===== config.mk =====
export PLATFORM = sky130hd
export DESIGN_NAME = lsu_queue
export DESIGN_NICKNAME = d
export VERILOG_FILES = /design/src/rtl/lsu_queue.sv
export SDC_FILE = /design/constraint.sdc
export NUM_CORES = 1
export LEC_CHECK = 0
export CORE_MARGIN = 2
export CORE_UTILIZATION = 50
export CTS_BUF_LIST = sky130_fd_sc_hd__clkbuf_8
export CTS_CLUSTER_SIZE = 25
export DETAILED_ROUTE_END_ITERATION = 6
export PLACE_DENSITY_LB_ADDON = 0.15
export SYNTH_ARGS = -nofsm -noshare
export SYNTH_HDL_FRONTEND = slang
export SYNTH_SLANG_ARGS = --single-unit

===== constraint.sdc =====
create_clock -name clk_i -period 6.1 [get_ports clk_i]
set_input_delay 1.22 -clock clk_i [delete_from_list [all_inputs] [get_ports clk_i]]
set_output_delay 1.22 -clock clk_i [all_outputs]
set_load 0.01 [all_outputs]

===== src/rtl/lsu_queue.sv =====
// In-order load/store queue: buffers DEPTH ops, issues one blocking data-memory
// access at a time and returns a tagged writeback with load extraction.
module lsu_queue #(
    parameter int DEPTH = 4,
    parameter int TAG_W = 5
) (
    input  logic             clk_i,
    input  logic             rst_i,
    input  logic             req_valid_i,
    output logic             req_ready_o,
    input  logic             req_load_i,
    input  logic [2:0]       req_funct3_i,
    input  logic [31:0]      req_addr_i,
    input  logic [31:0]      req_wdata_i,
    input  logic [4:0]       req_rd_i,
    input  logic [TAG_W-1:0] req_tag_i,
    input  logic             flush_i,
    output logic [31:0]      dmem_addr_o,
    output logic [3:0]       dmem_rmask_o,
    output logic [3:0]       dmem_wmask_o,
    output logic [31:0]      dmem_wdata_o,
    input  logic             dmem_resp_i,
    input  logic [31:0]      dmem_rdata_i,
    output logic             wb_valid_o,
    output logic [TAG_W-1:0] wb_tag_o,
    output logic [4:0]       wb_rd_o,
    output logic             wb_rd_wr_o,
    output logic [31:0]      wb_data_o,
    output logic             wb_exc_o,
    output logic             busy_o
);

    localparam int PTR_W = $clog2(DEPTH);
    localparam int CNT_W = PTR_W + 1;

    typedef enum logic [1:0] {
        ST_IDLE,
        ST_WAIT,
        ST_DRAIN
    } state_t;

    typedef struct packed {
        logic             load;
        logic [2:0]       funct3;
        logic [31:0]      addr;
        logic [31:0]      wdata;
        logic [4:0]       rd;
        logic [TAG_W-1:0] tag;
    } entry_t;

    state_t           state, state_nxt;
    entry_t           q [DEPTH];
    entry_t           req_e, head;
    logic [PTR_W-1:0] wr_ptr, rd_ptr;
    logic [CNT_W-1:0] count;
    logic             empty, push, pop, head_valid;
    logic             issue, retire, wb_fire, exc_fire;
    logic [1:0]       head_a;
    logic             head_illegal, head_misal, head_bad;
    logic [3:0]       head_mask;

    logic             cur_load;
    logic [2:0]       cur_funct3;
    logic [1:0]       cur_a;
    logic [4:0]       cur_rd;
    logic [TAG_W-1:0] cur_tag;
    logic [31:0]      rdata_sh, load_val;

    assign empty       = (count == '0);
    assign req_ready_o = (count < CNT_W'(DEPTH)) && !flush_i;
    assign push        = req_valid_i && req_ready_o;
    assign busy_o      = !empty || (state != ST_IDLE);

    assign req_e = '{load:   req_load_i,
                     funct3: req_funct3_i,
                     addr:   req_addr_i,
                     wdata:  req_wdata_i,
                     rd:     req_rd_i,
                     tag:    req_tag_i};

    // An op pushed into an empty queue is its own head, so it can issue in the push cycle.
    assign head       = empty ? req_e : q[rd_ptr];
    assign head_valid = !empty || push;

    always_comb begin
        head_a       = head.addr[1:0];
        head_illegal = head.load ? ((head.funct3[1:0] == 2'b11) || (head.funct3 == 3'd6))
                                 : (head.funct3 > 3'd2);
        head_misal   = ((head.funct3[1:0] == 2'b01) && head_a[0]) ||
                       ((head.funct3[1:0] == 2'b10) && (head_a != 2'b00));
        head_bad     = head_illegal || head_misal;
        case (head.funct3[1:0])
            2'b00:   head_mask = 4'b0001 << head_a;
            2'b01:   head_mask = 4'b0011 << head_a;
            default: head_mask = 4'b1111;
        endcase
    end

    always_ff @(posedge clk_i or posedge rst_i) begin
        if (rst_i) state <= ST_IDLE;
        else       state <= state_nxt;
    end

    always_comb begin
        state_nxt = state;
        issue     = 1'b0;
        retire    = 1'b0;
        pop       = 1'b0;
        wb_fire   = 1'b0;
        exc_fire  = 1'b0;
        case (state)
            ST_IDLE: begin
                if (!flush_i && head_valid) begin
                    if (head_bad) begin
                        pop      = 1'b1;
                        wb_fire  = 1'b1;
                        exc_fire = 1'b1;
                    end else begin
                        issue     = 1'b1;
                        state_nxt = ST_WAIT;
                    end
                end
            end
            ST_WAIT: begin
                if (dmem_resp_i) begin
                    retire    = 1'b1;
                    state_nxt = ST_IDLE;
                    if (!flush_i) begin
                        pop     = 1'b1;
                        wb_fire = 1'b1;
                    end
                end else if (flush_i) begin
                    state_nxt = ST_DRAIN;
                end
            end
            ST_DRAIN: begin
                if (dmem_resp_i) begin
                    retire    = 1'b1;
                    state_nxt = ST_IDLE;
                end
            end
            default: state_nxt = ST_IDLE;
        endcase
    end

    always_ff @(posedge clk_i or posedge rst_i) begin
        if (rst_i) begin
            wr_ptr <= '0;
            rd_ptr <= '0;
            count  <= '0;
        end else if (flush_i) begin
            wr_ptr <= '0;
            rd_ptr <= '0;
            count  <= '0;
        end else begin
            if (push) wr_ptr <= wr_ptr + PTR_W'(1);
            if (pop)  rd_ptr <= rd_ptr + PTR_W'(1);
            case ({push, pop})
                2'b10:   count <= count + CNT_W'(1);
                2'b01:   count <= count - CNT_W'(1);
                default: count <= count;
            endcase
        end
    end

    always_ff @(posedge clk_i) begin
        if (push) q[wr_ptr] <= req_e;
    end

    always_ff @(posedge clk_i or posedge rst_i) begin
        if (rst_i) begin
            dmem_addr_o  <= '0;
            dmem_rmask_o <= '0;
            dmem_wmask_o <= '0;
            dmem_wdata_o <= '0;
            cur_load     <= 1'b0;
            cur_funct3   <= '0;
            cur_a        <= '0;
            cur_rd       <= '0;
            cur_tag      <= '0;
        end else if (issue) begin
            dmem_addr_o  <= {head.addr[31:2], 2'b00};
            dmem_rmask_o <= head.load ? head_mask : 4'b0000;
            dmem_wmask_o <= head.load ? 4'b0000 : head_mask;
            dmem_wdata_o <= head.wdata << {head_a, 3'b000};
            cur_load     <= head.load;
            cur_funct3   <= head.funct3;
            cur_a        <= head_a;
            cur_rd       <= head.rd;
            cur_tag      <= head.tag;
        end else if (retire) begin
            dmem_rmask_o <= '0;
            dmem_wmask_o <= '0;
        end
    end

    assign rdata_sh = dmem_rdata_i >> {cur_a, 3'b000};

    always_comb begin
        case (cur_funct3[1:0])
            2'b00:   load_val = {{24{!cur_funct3[2] && rdata_sh[7]}}, rdata_sh[7:0]};
            2'b01:   load_val = {{16{!cur_funct3[2] && rdata_sh[15]}}, rdata_sh[15:0]};
            default: load_val = dmem_rdata_i;
        endcase
    end

    // Writeback fields are zero outside the one-cycle pulse.
    always_ff @(posedge clk_i or posedge rst_i) begin
        if (rst_i) begin
            wb_valid_o <= 1'b0;
            wb_tag_o   <= '0;
            wb_rd_o    <= '0;
            wb_rd_wr_o <= 1'b0;
            wb_data_o  <= '0;
            wb_exc_o   <= 1'b0;
        end else begin
            wb_valid_o <= wb_fire;
            wb_exc_o   <= exc_fire;
            if (exc_fire) begin
                wb_tag_o   <= head.tag;
                wb_rd_o    <= head.rd;
                wb_rd_wr_o <= 1'b0;
                wb_data_o  <= '0;
            end else if (wb_fire) begin
                wb_tag_o   <= cur_tag;
                wb_rd_o    <= cur_rd;
                wb_rd_wr_o <= cur_load && (cur_rd != 5'd0);
                wb_data_o  <= cur_load ? load_val : 32'd0;
            end else begin
                wb_tag_o   <= '0;
                wb_rd_o    <= '0;
                wb_rd_wr_o <= 1'b0;
                wb_data_o  <= '0;
            end
        end
    end

endmodule


# --- After elaboration in Yosys (flattened, before gate mapping) ---
# Memory sizes are Yosys's and may differ from the RTL's.
# Index checks and enable logic that the tools add are counted.
totals:
  ff_bits: 140
  ram_bits: 312
  output_inout_bits: 119
  word_cells: 115
  memories: 1
op_classes:
  magnitude_cmp: 2
  eq_ne: 13
  reduce_logical: 29
  n_addsub: 4
  n_shift: 4
  mux: 43
mem_list:
  columns: ["name", "depth", "width", "rd", "rd_clocked_by_memory_dff", "wr", "line", "source"]
  rows:
  - ["q", 4, 78, 1, 0, 1, "52", "entry_t q [DEPTH];"]
op_table:
  columns: ["cell", "n"]
  rows:
  - ["$mux W32", 3]
  - ["$mux W78", 1]
  - ["$pmux W32 S2", 1]
  - ["$shl A32 B5 Y32", 1]
  - ["$shr A32 B5 Y16", 1]
  - ["$mux W4", 5]
  - ["$mux W5", 4]
  - ["$mux W2", 9]
  - ["$mux W1", 15]
  - ["$reduce_bool A2 Y1", 5]
  - ["$eq A2 B1 Y1 const B", 4]
  - ["$eq A2 B2 Y1 const B", 4]
  - ["$logic_and A1 B1 Y1", 8]
  - ["$pmux W4 S2", 1]
  - ["$logic_not A2 Y1", 3]
  - ["$ne A2 B2 Y1 const B", 3]
  - ["$pmux W2 S3", 1]
  - ["$pmux W3 S2", 1]
  - ["$logic_or A1 B1 Y1", 5]
  - ["$reduce_bool A5 Y1", 1]
  - ["$add A2 B1 Y2 const B", 2]
  - ["$reduce_and A4 Y1", 1]
  - ["$shl A1 B2 Y4 const A", 1]
  - ["$shl A2 B2 Y4 const A", 1]
  - ["other kinds (12)", 14]

# --- Longest topological paths before layout ---
# Gate-level depths: netlist (run 1).
logic_depth:
  ltp_word: 12
  mapped_depth: 13
  depth_no_buf: 11

# --- Worst setup path after synthesis (run 1) ---
# OpenSTA, ideal clock, no wires.
synth_path:
  kind: "input to register"
  from: "input flush_i"
  to: "memory q[0][0] in the netlist's numbering, enable pin"
  path_slack_ps: 1769
  t_arrival_ps: 3886
  setup_time_ps: 445
  n_path_buf: 2
  path_stages: 5
  cell_sequence: "clkbuf_1 nor2b_1 nor2b_1 clkbuf_1 and2_1"
synth_between:
  elab_chain_len: 5
synth_rtl:
  columns: ["item", "line", "source"]
  rows:
  - ["from (decl)", "17", "input logic flush_i,"]
  - ["$logic_not A1 Y1", null, null]
  - ["$logic_and A1 B1 Y1", "70", "assign req_ready_o = (count < CNT_W'(DEPTH)) && !flush_i;"]
  - ["$logic_and A1 B1 Y1", "71", "assign push = req_valid_i && req_ready_o;"]
  - ["$mux W1", "167", "if (push) q[wr_ptr] <= req_e;"]
  - ["$mux W1 (implied by the code)", "167", null]
  - ["to (decl)", "52", null]
# No other way between the ends.

# --- Final worst setup path (run 1) ---
layout_path:
  from: "input flush_i"
  to: "output req_ready_o"
layout_between:
  elab_chain_len: 2
layout_rtl:
  columns: ["item", "line", "source"]
  rows:
  - ["$logic_not A1 Y1", null, null]
  - ["$logic_and A1 B1 Y1", "70", null]
  - ["to (decl)", "10", "output logic req_ready_o,"]
# No other way between the ends.

==> flow_summary.ini, run 1 <==
[synthesis]
ys_seq_area_frac = 0.695
muxShareOfSynthArea = 0.145
syn_area_um2 = 18500
yosys_warnings = 0
synth_ff_type = edfxtp_1
synth_edf_count = 312
yosysTopAreaCellShare = 0.506
synth_compound_area_frac = 0.0617
synth-simple-area-share = 0.0660
synthArstFlopShare = 0.310
synthCells = 1202
synthDistinctLibCells = 49
synthTopCellsByArea = edfxtp_1 (51%), dfrtp_1 (19%), mux4_2 (9.7%)
avgSynthCellArea_um2 = 15.4
synthAdderAreaFrac = 0.00581
synth.largest_area_cell = edfxtp_1
ys_ff_latch = 452
synth_top_family_by_area = multiplexers
synth_xor_area_frac = 0.00196

[critical_path]
worstPathArrival_ps = 2680
path_class = in2out
startpoint_type = primary input
r2r_end = cur_load$_DFFE_PP0P_
r2r-start = rd_ptr[0]$_DFFE_PP0P_
crit_slowest_cell = clkdlybuf4s50_1
crit_path_max_fanout = 11
worst_ep_required_time_ps = 4880
crit_top_cell = clkdlybuf4s50_1
crit_chain = clkdlybuf4s50_1 > nor2_1 > clkdlybuf4s50_1
r2r_slack_ps = 2220
path_buf_inv = 2
startpoint = flush_i
end_kind = primary output
critical_path.max_stage_delay_ps = 670
crit_family = buffers and inverters
rr_worst_depth = 8

[outcome]
status = finished, final reports clean

[place]
dp_hpwl_um = 27300
place.port_buffers = 231
place_congestion = 0.813

[clock_network]
root_buffer = clkbuf_8
cts_setup_buffers = 0
cts-hold-fix-buffers = 0
cts_tree = built
numCtsBuffers = 73
path_clk_slew_ps = 60
cts_resized = 0
cts_buffer_depth = 3
cts_max_level = 3
cts_sinks = 452
clock_latency_ps = 620

[sta]
hold_viol = 0
setup-tns-final_ps = 0
period_needed_ps = 3900
fin_crit_sh = 0.639
timing.final.setup_violations = 0
slew_violations = 0
worst_hold_slack_ps = 476
skew_ps = 20.0
slew_headroom = 0.256
worst_slew_pin_slew_ps = 1120
grt_setup_unrepaired = no
fmax_mhz = 257

[finish]
area_growth_pct = 22.2
post-route-util = 0.620
drive_gt1_frac = 0.150
fin_nets = 1571

[global_route]
antenna_found_initial = 8
grt_max_degree = 95
track_usage = 0.231
first_global_vias = 11510
gr-total-overflow = 0
grt_pass1_wl_um = 67000

[floorplanning]
coreArea_um2 = 36500
die_h_um = 197
start_util = 0.507
io_pins = 234
die_area_um2 = 38600
fp.dieW_um = 197
placement_rows = 70

[hold_path]
hold_class = reg2reg
hp-start = dmem_addr_o[31]$_DFFE_PP0P_
worstHoldPathCells = 2
whs_endpoint = dmem_addr_o[31]$_DFFE_PP0P_

[route]
wirelength_um = 43500
via_per_inst = 5.60
wire_per_inst_um = 22.0
via_count = 11090
drc_errors = 0
first_pass_iters = 5
drt.antenna.violating_nets = 0
drtIter0Drc = 719

[pwr]
powerDensity_nw_per_um2 = 448
p_comb_frac = 0.357
p_clk_frac = 0.242
leakagePower_nw = 8.43
p_sw_mw = 3.53
p_seq_frac = 0.401
sw_frac_of_total = 0.348
peakVddDrop_uv = 278
power.internal_mw = 6.61

[flow_run]
maxCapViolCount = 0
cells in the mapped netlist, types with 6 or more instances:
cell,n
a21oi_1,44
a21oi_2,11
a22oi_1,7
a31oi_1,9
and2_1,6
buf_2,26
clkbuf_1,33
dfrtp_1,140
edfxtp_1,312
ha_1,7
inv_1,22
mux2i_1,82
mux4_2,80
nand2_1,171
nand2b_1,9
nand3_1,15
nor2_1,61
nor2b_1,8
o21ai_0,70
o21ai_1,15
o22ai_1,7
o31ai_1,20
area by class of cell:
type | instances | area [um2]
diodes | 3 | 7.51
clock buffers | 80 | 1100
clock inverters | 56 | 275
fillers | 2750 | 13900
inverters | 23 | 96.3
multi-input cells | 654 | 5220
flip-flops and latches | 452 | 12900
well taps | 468 | 586
repair buffers | 244 | 2470
how the worst max path moves through the flow:
stage	end	slack [ps]	depth (start not counted)
floorplan	count[0]$_DFFE_PP0P_	1130	1
global placement	q[1][38]$_DFFE_PP_	1840	5
detailed placement	q[1][66]$_DFFE_PP_	1780	5
CTS	req_ready_o	2180	3
global route	cur_tag[3]$_DFFE_PP0P_	1900	8
finish	req_ready_o	2200	3
through the flow:
step                      instances  cell area (um2)  total power [mW]  setup slack [ps]
after floorplan                1203            18500              6.41              1130
after global placement         1841            21300              7.71              1840
after detailed placement       1841            21300              7.77              1780
after CTS                      1977            22600              10.3              2180
after global routing           1979            22600              10.7              1900
final                          1980            22600              10.1              2200
cells in the final DEF, fill, tap and decap left out, types with 20 or more instances in the layout:
cell             Yosys  routed
a21oi_1             44      44
clkbuf_8             0      80
clkdlybuf4s50_1      0     231
dfrtp_1            140     138
edfxtp_1           312     312
inv_1               22      44
mux2i_1             82      81
mux4_2              80      80
nand2_1            171     171
nor2_1              61      61
o21ai_0             70      70
o31ai_1             20      20
flip-flops by register name, summed over array words and instances, names as in the netlist:
name          count
dmem_wmask_o      4
rd_ptr            2
dmem_rmask_o      4
q               312
count             3
wb_data_o        32
wb_exc_o          1
wb_tag_o          5
dmem_wdata_o     32
cur_load          1
wb_valid_o        1
state             2
wb_rd_wr_o        1
wb_rd_o           5
cur_a             2
cur_funct3        3
cur_rd            5
wr_ptr            2
dmem_addr_o      30
cur_tag           5
metal layers:
layer | routed length [um] | track usage | share of wire
met1 | 18500 | 0.315 | 0.43
met2 | 20500 | 0.359 | 0.47
met3 | 3310 | 0.0592 | 0.076
met4 | 1200 | 0.0906 | 0.028
met5 | 63 | 0 | 0.0014
kinds of logic (layout without fill, tap and decap cells):
logic type | Yosys count | in the layout
DFF | 452 | 452
and+or+nand+nor | 285 | 285
AOI/OAI and AO/OA | 190 | 190
muxes | 167 | 167
buffers and inverters | 97 | 403
adders and majority gates | 8 | 8
xor gates and xnor gates | 2 | 2
other | 1 | 5
power by group through the flow:
stage	logic, mW	registers, mW	clock network, mW
3_3_place_gp	3.60	4.12	0
6_report	3.62	4.06	2.45
4_1_cts	3.66	4.07	2.53
2_1_floorplan	2.32	4.09	0
5_1_grt	3.95	4.12	2.65
3_5_place_dp	3.65	4.13	0
worst min-delay path: cells and delay by family (launching register included):
kind            cells  cell delay [ps]
flops               1              340
compound gates      1               60
simple gates        1               50
Note: power is estimated with default switching activity, not from simulation.
==> run 2, diff against run 1 <==
==> constraint.sdc (replaced) <==
create_clock -name clk_i -period 3.9 [get_ports clk_i]
set_input_delay 0.78 -clock clk_i [delete_from_list [all_inputs] [get_ports clk_i]]
set_output_delay 0.78 -clock clk_i [all_outputs]
set_load 0.01 [all_outputs]
==> run 2 against run 1 <==
Net effect:
- first-iteration DRC count rose by 1.5%
- cell count up 1.6%
- worst hold slack improved by 4.4 ps
- highest routed layer is now met4
==> flow_summary.ini, run 2 (synthesized netlist as in run 1, its figures left out) <==
[place]
placed_cell_area_um2 = 21500
dp_hpwl_um = 28400
place.port_buffers = 231
place_congestion = 0.859
dpl.cell_count = 1868

[sta]
hold_viol = 0
fmax_mhz = 302
period_needed_ps = 3320
grt_setup_unrepaired = no
setup-tns-final_ps = 0
slew_headroom = 0.354
fin_crit_sh = 0.850
worst_slew_pin_slew_ps = 969
slew_violations = 0
skew_ps = 26.3
timing.final.setup_violations = 0

[clock_network]
cts-hold-fix-buffers = 0
cts_tree = built
numCtsBuffers = 76
clock_latency_ps = 620
cts_buffer_depth = 3
cts_max_level = 3
cts_sinks = 452
cts_setup_buffers = 0
root_buffer = clkbuf_8
path_clk_slew_ps = 60
cts_resized = 0

[finish]
post-route-util = 0.629
fin_nets = 1601
regMostFlops = q
n_fill_cell = 2749
area_growth_pct = 24.0
layout_common_cells = edfxtp_1 (312), clkdlybuf4s50_1 (231), nand2_1 (171), dfrtp_1 (138), clkbuf_8 (87)
drive_gt1_frac = 0.167
instances_no_fill = 2012
reg.largest.list = q (312), dmem_wdata_o (32), wb_data_o (32)
largest_reg_flops = 312
mostFrequentLayoutCell = edfxtp_1
fin_area_um2 = 23000

[floorplanning]
io_pins = 234
die_h_um = 197
placement_rows = 70
start_util = 0.507
coreArea_um2 = 36500
die_area_um2 = 38600
fp.dieW_um = 197

[critical_path]
end_kind = register
worst_ep_required_time_ps = 4440
worstPathArrival_ps = 3860
crit_path_max_fanout = 24
path_class = reg2reg
startpoint_type = register

[route]
drt.antenna.violating_nets = 0
first_pass_iters = 6
via_count = 11123
drtIter0Drc = 730
wirelength_um = 44100
via_per_inst = 5.53
wire_per_inst_um = 21.9
drc_errors = 0

[hold_path]
hold_class = reg2reg

[flow_run]
maxCapViolCount = 0

[global_route]
grt_max_degree = 61
antenna_found_initial = 3
grt_pass1_wl_um = 68200
first_global_vias = 11498
gr-total-overflow = 0
track_usage = 0.235

[pwr]
peakVddDrop_uv = 402
leakagePower_nw = 8.66
finalPower_mw = 16.0
powerDensity_nw_per_um2 = 698

[outcome]
status = finished, final reports clean
[run 2: cell count changes in the layout (fill, tap and decap cells not counted)]
cell        previous run  this run
buf_12                 5        10
buf_4                  8        30
clkbuf_8              80        87
clkinv_1              17         8
clkinv_2               9         8
clkinvlp_4             4         5
inv_1                 44        53
inv_6                  3         2
inv_8                  1         0
[run 2: metrics by stage]
stage	hold slack, ps	worst slack (ps)
6_report	480	584
2_1_floorplan	450	9.11
4_1_cts	489	586
5_1_grt	517	382
3_5_place_dp	474	316
3_3_place_gp	462	346
[run 2: final timing paths]
kind	to	startpoint	cells after the start	slack [ps]
max reg2reg	count[2]$_DFFE_PP0P_	count[0]$_DFFE_PP0P_	11	580
min	dmem_addr_o[27]$_DFFE_PP0P_	dmem_addr_o[27]$_DFFE_PP0P_	2	480
min reg2reg	dmem_addr_o[27]$_DFFE_PP0P_	dmem_addr_o[27]$_DFFE_PP0P_	2	480
max	count[2]$_DFFE_PP0P_	count[0]$_DFFE_PP0P_	11	580
min in group asynchronous	wb_data_o[30]$_DFF_PP0_	rst_i	2	630
max in group asynchronous	dmem_wdata_o[26]$_DFFE_PP0P_	rst_i	4	2340
[run 2: final cells by class]
cell class,instances,area (um2),share of cell area
well taps,468,586,0.0255
flip-flops and latches,452,12900,0.560
clock inverters,54,259,0.0113
inverters,23,95.1,0.00414
multi-input cells,654,5220,0.227
repair buffers,271,2740,0.119
diodes,3,7.51,0.000327
clock buffers,87,1200,0.0521
[run 2: power breakdown]
| group | internal (mW) | switching, mW |
|---|---|---|
| clock network | 2.11 | 1.87 |
| logic | 2.59 | 3.12 |
| registers | 5.85 | 0.504 |
[run 2: critical path, stage by stage, from the launching register on]
cell and delay (ps):
dfrtp_1 450, or3_4 610, nor3_2 250, a21oi_4 120, o21ai_4 370, nor2_8 140
nor2_4 180, nor2_1 80, fa_1 400, or3_1 380, mux2i_1 130, a311o_1 120
[run 2: routing by layer]
metal  wire [um]  track usage  vias to the layer above
met2       20900        0.374                      400
met4         974       0.0800                        0
met5           0            0                        -
met3        3140       0.0522                       71
met1       19000        0.323                     5593
li1            -            -                     5059
